[src/rtl/mips_pkg.sv]
// Shared constants and types for the EX-stage operand forwarding controller.
// Latency: n/a (types, constants and one pure helper function).
// Backpressure: n/a.
package mips_pkg;

  localparam int REG_ADDR = 5;
  localparam int SEL_W    = 2;

  // EX operand mux input codes
  localparam logic [SEL_W-1:0] SEL_REGFILE = 2'b00;
  localparam logic [SEL_W-1:0] SEL_MEM     = 2'b01;
  localparam logic [SEL_W-1:0] SEL_WB      = 2'b10;
  localparam logic [SEL_W-1:0] SEL_LATE    = 2'b11;

  // Destination-register history for one pipeline stage
  typedef struct packed {
    logic                valid;
    logic                wr;
    logic                ld;
    logic [REG_ADDR-1:0] rd;
  } trk_t;

  localparam trk_t TRK_NONE = '0;

  // A stage can supply a source when it really writes that register; $0 never forwards
  function automatic logic trk_hit(input trk_t e, input logic [REG_ADDR-1:0] src);
    return e.valid & e.wr & (e.rd == src) & (src != '0);
  endfunction

endpackage

[src/rtl/fwd_sel_ctrl_if.sv]
// ID-stage request / EX-stage select bundle between pipeline and forwarding control.
// Latency: n/a (wires only); selects change one cycle after the ID request.
// Backpressure: stall (controller to pipeline) holds PC and IF/ID; freeze holds everything.
interface fwd_sel_ctrl_if;
  import mips_pkg::*;

  logic                freeze;
  logic                flush;
  logic                id_valid;
  logic [REG_ADDR-1:0] id_rs;
  logic [REG_ADDR-1:0] id_rt;
  logic                id_use_rs;
  logic                id_use_rt;
  logic                id_reg_write;
  logic                id_mem_read;
  logic [REG_ADDR-1:0] id_rd;
  logic                stall;
  logic [SEL_W-1:0]    ex_sel_a;
  logic [SEL_W-1:0]    ex_sel_b;
  logic                ex_valid;

  // Pipeline side
  modport master (
    output freeze, flush, id_valid, id_rs, id_rt, id_use_rs, id_use_rt,
           id_reg_write, id_mem_read, id_rd,
    input  stall, ex_sel_a, ex_sel_b, ex_valid
  );

  // Controller side
  modport slave (
    input  freeze, flush, id_valid, id_rs, id_rt, id_use_rs, id_use_rt,
           id_reg_write, id_mem_read, id_rd,
    output stall, ex_sel_a, ex_sel_b, ex_valid
  );

endinterface

[src/rtl/fwd_match.sv]
// Per-source youngest-first compare against EX/MEM(/WB) history; FWD_LATE_BYPASS_EN adds the WB compare.
// Latency: combinational.
// Backpressure: none.
module fwd_match
  import mips_pkg::*;
(
  input  logic                i_use,
  input  logic [REG_ADDR-1:0] i_src,
  input  trk_t                i_ex,
  input  trk_t                i_mem,
`ifdef FWD_LATE_BYPASS_EN
  input  trk_t                i_wb,
`endif
  output logic [SEL_W-1:0]    o_sel
);

  // Load flag is only needed by the stall logic in the parent
  logic w_unused_ld;
  assign w_unused_ld = i_ex.ld ^ i_mem.ld;

  // Youngest producer wins; an unused source always reads the register file
  always_comb begin
    o_sel = SEL_REGFILE;
    if (i_use) begin
      if (trk_hit(i_ex, i_src)) begin
        o_sel = SEL_MEM;
      end else if (trk_hit(i_mem, i_src)) begin
        o_sel = SEL_WB;
`ifdef FWD_LATE_BYPASS_EN
      end else if (trk_hit(i_wb, i_src)) begin
        o_sel = SEL_LATE;
`endif
      end
    end
  end

endmodule

[src/rtl/fwd_sel_ctrl.sv]
// MIPS EX operand-mux select generator with load-use stall; FWD_LATE_BYPASS_EN enables the 2'b11 late bypass.
// Latency: selects and ex_valid registered ID->EX (1 cycle); stall is combinational.
// Backpressure: stall holds PC/IF/ID for one cycle per load-use pair; freeze holds all state.
module fwd_sel_ctrl
  import mips_pkg::*;
(
  input  logic          clk,
  input  logic          rst,
  fwd_sel_ctrl_if.slave fwd
);

  trk_t             r_ex;
  trk_t             r_mem;
  trk_t             r_wb;
`ifdef FWD_LATE_BYPASS_EN
  trk_t             r_l;
`endif
  logic [SEL_W-1:0] r_sel_a;
  logic [SEL_W-1:0] r_sel_b;

  logic             w_ld_use;
  logic             w_stall;
  logic             w_id_vld;
  trk_t             w_id_ent;
  logic [SEL_W-1:0] w_sel_a;
  logic [SEL_W-1:0] w_sel_b;

  // A load in EX cannot feed the ID instruction in time; $0 is exempt
  assign w_ld_use = r_ex.valid & r_ex.ld & (r_ex.rd != '0) &
                    ((fwd.id_use_rs & (r_ex.rd == fwd.id_rs)) |
                     (fwd.id_use_rt & (r_ex.rd == fwd.id_rt)));
  // Flush kills the ID instruction, so it outranks the stall
  assign w_stall  = fwd.id_valid & ~fwd.flush & w_ld_use;
  assign w_id_vld = fwd.id_valid & ~fwd.flush & ~w_stall;

  // Entry entering EX; a bubble carries no write or load
  always_comb begin
    w_id_ent       = TRK_NONE;
    w_id_ent.valid = w_id_vld;
    w_id_ent.wr    = w_id_vld & fwd.id_reg_write;
    w_id_ent.ld    = w_id_vld & fwd.id_mem_read;
    w_id_ent.rd    = fwd.id_rd;
  end

  fwd_match u_match_rs (
    .i_use (fwd.id_use_rs & w_id_vld),
    .i_src (fwd.id_rs),
    .i_ex  (r_ex),
    .i_mem (r_mem),
`ifdef FWD_LATE_BYPASS_EN
    .i_wb  (r_wb),
`endif
    .o_sel (w_sel_a)
  );

  fwd_match u_match_rt (
    .i_use (fwd.id_use_rt & w_id_vld),
    .i_src (fwd.id_rt),
    .i_ex  (r_ex),
    .i_mem (r_mem),
`ifdef FWD_LATE_BYPASS_EN
    .i_wb  (r_wb),
`endif
    .o_sel (w_sel_b)
  );

  // Advance destination history and register selects unless the pipeline is frozen
  always_ff @(posedge clk) begin
    if (rst) begin
      r_ex    <= TRK_NONE;
      r_mem   <= TRK_NONE;
      r_wb    <= TRK_NONE;
`ifdef FWD_LATE_BYPASS_EN
      r_l     <= TRK_NONE;
`endif
      r_sel_a <= SEL_REGFILE;
      r_sel_b <= SEL_REGFILE;
    end else if (!fwd.freeze) begin
`ifdef FWD_LATE_BYPASS_EN
      r_l     <= r_wb;
`endif
      r_wb    <= r_mem;
      r_mem   <= r_ex;
      r_ex    <= w_id_ent;
      r_sel_a <= w_sel_a;
      r_sel_b <= w_sel_b;
    end
  end

  assign fwd.stall    = w_stall;
  assign fwd.ex_sel_a = r_sel_a;
  assign fwd.ex_sel_b = r_sel_b;
  assign fwd.ex_valid = r_ex.valid;

endmodule

[src/flat_wrapper.sv]
// flat-port wrapper written by rule: the top's interface ports become plain ports
module fwd_sel_ctrl_flat import mips_pkg::*;
  (clk, rst, fwd_freeze, fwd_flush, fwd_id_valid, fwd_id_rs, fwd_id_rt, fwd_id_use_rs, fwd_id_use_rt, fwd_id_reg_write, fwd_id_mem_read, fwd_id_rd, fwd_stall, fwd_ex_sel_a, fwd_ex_sel_b, fwd_ex_valid);
  fwd_sel_ctrl_if fwd_i ();
  input  logic clk;
  input  logic rst;
  input wire logic [$bits(fwd_i.freeze)-1:0] fwd_freeze;
  input wire logic [$bits(fwd_i.flush)-1:0] fwd_flush;
  input wire logic [$bits(fwd_i.id_valid)-1:0] fwd_id_valid;
  input wire logic [$bits(fwd_i.id_rs)-1:0] fwd_id_rs;
  input wire logic [$bits(fwd_i.id_rt)-1:0] fwd_id_rt;
  input wire logic [$bits(fwd_i.id_use_rs)-1:0] fwd_id_use_rs;
  input wire logic [$bits(fwd_i.id_use_rt)-1:0] fwd_id_use_rt;
  input wire logic [$bits(fwd_i.id_reg_write)-1:0] fwd_id_reg_write;
  input wire logic [$bits(fwd_i.id_mem_read)-1:0] fwd_id_mem_read;
  input wire logic [$bits(fwd_i.id_rd)-1:0] fwd_id_rd;
  output wire logic [$bits(fwd_i.stall)-1:0] fwd_stall;
  output wire logic [$bits(fwd_i.ex_sel_a)-1:0] fwd_ex_sel_a;
  output wire logic [$bits(fwd_i.ex_sel_b)-1:0] fwd_ex_sel_b;
  output wire logic [$bits(fwd_i.ex_valid)-1:0] fwd_ex_valid;
  assign fwd_i.freeze = fwd_freeze;
  assign fwd_i.flush = fwd_flush;
  assign fwd_i.id_valid = fwd_id_valid;
  assign fwd_i.id_rs = fwd_id_rs;
  assign fwd_i.id_rt = fwd_id_rt;
  assign fwd_i.id_use_rs = fwd_id_use_rs;
  assign fwd_i.id_use_rt = fwd_id_use_rt;
  assign fwd_i.id_reg_write = fwd_id_reg_write;
  assign fwd_i.id_mem_read = fwd_id_mem_read;
  assign fwd_i.id_rd = fwd_id_rd;
  assign fwd_stall = fwd_i.stall;
  assign fwd_ex_sel_a = fwd_i.ex_sel_a;
  assign fwd_ex_sel_b = fwd_i.ex_sel_b;
  assign fwd_ex_valid = fwd_i.ex_valid;
  fwd_sel_ctrl u_core (.clk(clk), .rst(rst), .fwd(fwd_i));
endmodule
[config.mk]
export PLATFORM = sky130hd
export DESIGN_NAME = fwd_sel_ctrl_flat
export DESIGN_NICKNAME = d
export VERILOG_FILES = /design/src/rtl/mips_pkg.sv /design/src/rtl/fwd_sel_ctrl_if.sv /design/src/rtl/fwd_match.sv /design/src/rtl/fwd_sel_ctrl.sv /design/src/flat_wrapper.sv
export SDC_FILE = /design/constraint.sdc
export NUM_CORES = 1
export LEC_CHECK = 0
export CORE_MARGIN = 2
export CORE_UTILIZATION = 45
export DETAILED_ROUTE_END_ITERATION = 16
export GPL_ROUTABILITY_DRIVEN = 0
export PLACE_DENSITY = 0.81
export SETUP_SLACK_MARGIN = 0.05
export SYNTH_ARGS = -nofsm -noshare
export SYNTH_HDL_FRONTEND = slang
export SYNTH_SLANG_ARGS = --single-unit
[constraint.sdc]
create_clock -name clk -period 2 [get_ports clk]
set_clock_uncertainty 0.1 [all_clocks]
set_input_delay 0.4 -clock clk [delete_from_list [all_inputs] [get_ports clk]]
set_output_delay 0.4 -clock clk [all_outputs]
set_load 0.02 [all_outputs]
==> out/metrics.yaml, run 1 <==
ys_types: 21
hold_viol: 0
routed-via-count: 1046
root_buffer: "clkbuf_4"
synthTopCellsByArea: "dfxtp_1 39%, mux2i_1 12%, xor2_1 11%, xnor2_1 7.2%, nor2_1 6.5%"
cts_max_path_buffers: 2
cp_data_required_time_ns: 1.50
cts_made_buffers: 3
syn2layout_area_growth_pct: 66.24
core_area_um2: 2002
grt_usage_pct: 26.19
htreeDepth: 1
stdcell_area_um2: 1620
cts_sinks: 19
min_delay_path_depth: 1
drv_cap: 0
holdWs_ns: 0.3879
drive_gt1_share_pct: 32.74
syn_inst: 102
max-slew-margin-rel_pct: 66.24
num_io_pins: 30
critPathArrivalTime_ns: 1.73
irDropWorstVdd_mv: 0.5032
synth.yosys.seq_area_share_pct: 39.02
path_clk_slew_ns: 0.11
p_leak_uw: 0.0007496
crit_fanout: 4
ff2ff_path_depth: 10
most-common-layout-cells: "37 x buf_4, 17 x clkdlybuf4s50_1, 16 x nor2_1, 15 x dfxtp_1, 12 x mux2i_1"
maxSlewViolCount: 0
finalSetupViolCount: 1
grt_max_degree: 14
final_nets: 193
postCtsHoldBufs: 0
syn_area_per_cell_um2: 9.556
fin_crit_sh_pct: 111.4
drt-total-wl_mm: 3.162
cp-end-kind: "primary output"
fmax_mhz: 448.8
rows: 16
synth_area_um2: 974.7
initial_core_util_pct: 48.69
hp-class: "flop to flop"
first_global_vias: 1038
die-height_um: 50.54
routed_via_density: 5.364
worstMarginPinSlew_ns: 0.5053
dieArea_um2: 2554
nFillCells: 126
cts_tree: "yes"
layout_commonest_cell: "buf_4"
drt_iter0_drc: 39
status: "complete, but fails checks"
first_pass_iters: 4
yosysTopAreaCell: "dfxtp_1"
ant_nets: 0
place_area_um2: 1463
period_needed_ns: 2.228
route.detailed.drc: 0
post-dp-hpwl_mm: 2.010
crit_chain: "xor2_1 -> nor3_2 -> nand3_1 -> a21o_2 -> nor2_2 -> buf_4"
rsz0062_at_grt: "yes"
io_buffers: 29
synth_fp_nets: 126
worstSkewPairLatency_ns: 0.31
crit_path_top_delay_cell: "dfxtp_4"
overflow: 0
setup_ws_ns: -0.2280
pwr_density_cell_nw_per_um2: 507.4
diodes: 0
ys_warn_count: 0
worst_setup_path_start_kind: "flop"
grt_pass1_wl_mm: 4.843
crit_type: "flop to primary output"
max_stage_delay_ns: 0.38
antenna_found_initial: 0
wire_per_inst_um: 16.22
ys_seq_elements: 19
violations: "setup timing"
final.setup.tns_ns: -0.2280
chipWidth_um: 50.54
synth_top_area_share_pct: 39.02
critical path: cells and delay by family, from the launching register on:
family          cells  cell delay, ns
xor+xnor            1            0.17
simple gates        3            0.50
compound gates      1            0.23
buf+inv             1            0.14
flops               1            0.38
layer usage:
metal  global-route usage, %  vias up  wire, µm
met2                   48.68       44      1569
met4                   8.108        0        45
li1                        -      503         -
met1                   30.74      492      1406
met3                   3.571        7       140
met5                       0        -         0
state kept, by name, indices dropped and copies added (netlist names):
name                 count
u_core.fwd.ex_valid      1
u_core.fwd.ex_sel_b      2
u_core.r_ex              7
u_core.fwd.ex_sel_a      2
u_core.r_mem             7
cell type report:
| class | instances | area (µm²) | area share (%) |
|---|---|---|---|
| Clock buffer | 4 | 26.28 | 1.622 |
| Multi-Input combinational cell | 79 | 605.6 | 37.37 |
| Tap cell | 27 | 33.78 | 2.085 |
| Timing Repair Buffer | 66 | 564.3 | 34.83 |
| Sequential cell | 19 | 390.4 | 24.09 |
path summary, 6_finish.rpt:
check	startpoint	to	slack, ns
max reg2reg	u_core.r_ex[1]	u_core.fwd.ex_sel_b[1]	0.02
max	u_core.r_ex[1]	fwd_stall	-0.23
min reg2reg	u_core.fwd.ex_sel_a[1]	u_core.fwd.ex_sel_a[1]	0.39
min	u_core.fwd.ex_sel_a[1]	u_core.fwd.ex_sel_a[1]	0.39
what timing repair did:
action / 4_1_cts / 5_1_grt
resized for setup: 22 / 8
endpoints found under the setup margin: 2 / 6
pin swaps: 7 / 11
setup buffers: 13 / 4
endpoints found under the hold margin: 0 / 0
cell usage after synthesis (all sizes together):
| library cell | count |
|---|---|
| nand2b | 1 |
| xnor2 | 8 |
| nand3 | 2 |
| a21o | 1 |
| o21ai | 2 |
| nor2 | 17 |
| mux2i | 12 |
| and3 | 2 |
| clkbuf | 3 |
| dfxtp | 19 |
| buf | 1 |
| nor3 | 3 |
| or4 | 3 |
| o211ai | 1 |
| nor2b | 1 |
| nand2 | 1 |
| a32o | 4 |
| a22o | 3 |
| nand4 | 4 |
| xor2 | 12 |
| nor4 | 2 |
power breakdown:
| part | switching (µW) | internal, µW |
|---|---|---|
| registers | 17.3 | 390 |
| clock network | 122 | 78.0 |
| logic | 85.7 | 129 |
kinds of logic after synthesis:
group	after synthesis	synth area share [%]
xor gates and xnor gates	20	17.97
DFF	19	39.02
and+or+nand+nor	36	18.23
muxes	12	12.32
buffers and inverters	4	1.668
AOI/OAI and AO/OA	11	10.78
stage by stage:
step | std cells | total power (µW) | utilization [%] | worst slack, ns
floorplan | 102 | 480.5 | - | 0.1049
global placement | 178 | 582.9 | 73.06 | -0.7808
detailed placement | 178 | 589.4 | 73.06 | -0.7884
CTS | 195 | 810.1 | 79.69 | -0.1700
global route | 195 | 855.8 | 80.94 | -0.3047
finish | 195 | 822.2 | 80.94 | -0.2280
Power figures use the tool's default switching activity.
==> inputs of run 2 (changes only) <==
--- a/config.mk
+++ b/config.mk
@@ -11,6 +11,7 @@
 export GPL_ROUTABILITY_DRIVEN = 0
 export PLACE_DENSITY = 0.81
 export SETUP_SLACK_MARGIN = 0.05
+export SLEW_MARGIN = 10
 export SYNTH_ARGS = -nofsm -noshare
 export SYNTH_HDL_FRONTEND = slang
 export SYNTH_SLANG_ARGS = --single-unit
==> results of run 2 <==
Final layout, timing and power as in run 1 (identical DEF).
==> inputs of run 3 (changes only) <==
--- a/config.mk
+++ b/config.mk
@@ -9,6 +9,7 @@
 export CORE_UTILIZATION = 45
 export DETAILED_ROUTE_END_ITERATION = 16
 export GPL_ROUTABILITY_DRIVEN = 0
+export GPL_TIMING_DRIVEN = 1
 export PLACE_DENSITY = 0.81
 export SETUP_SLACK_MARGIN = 0.05
 export SLEW_MARGIN = 10
==> results of run 3 <==
Final layout, timing and power as in run 1 (identical DEF).
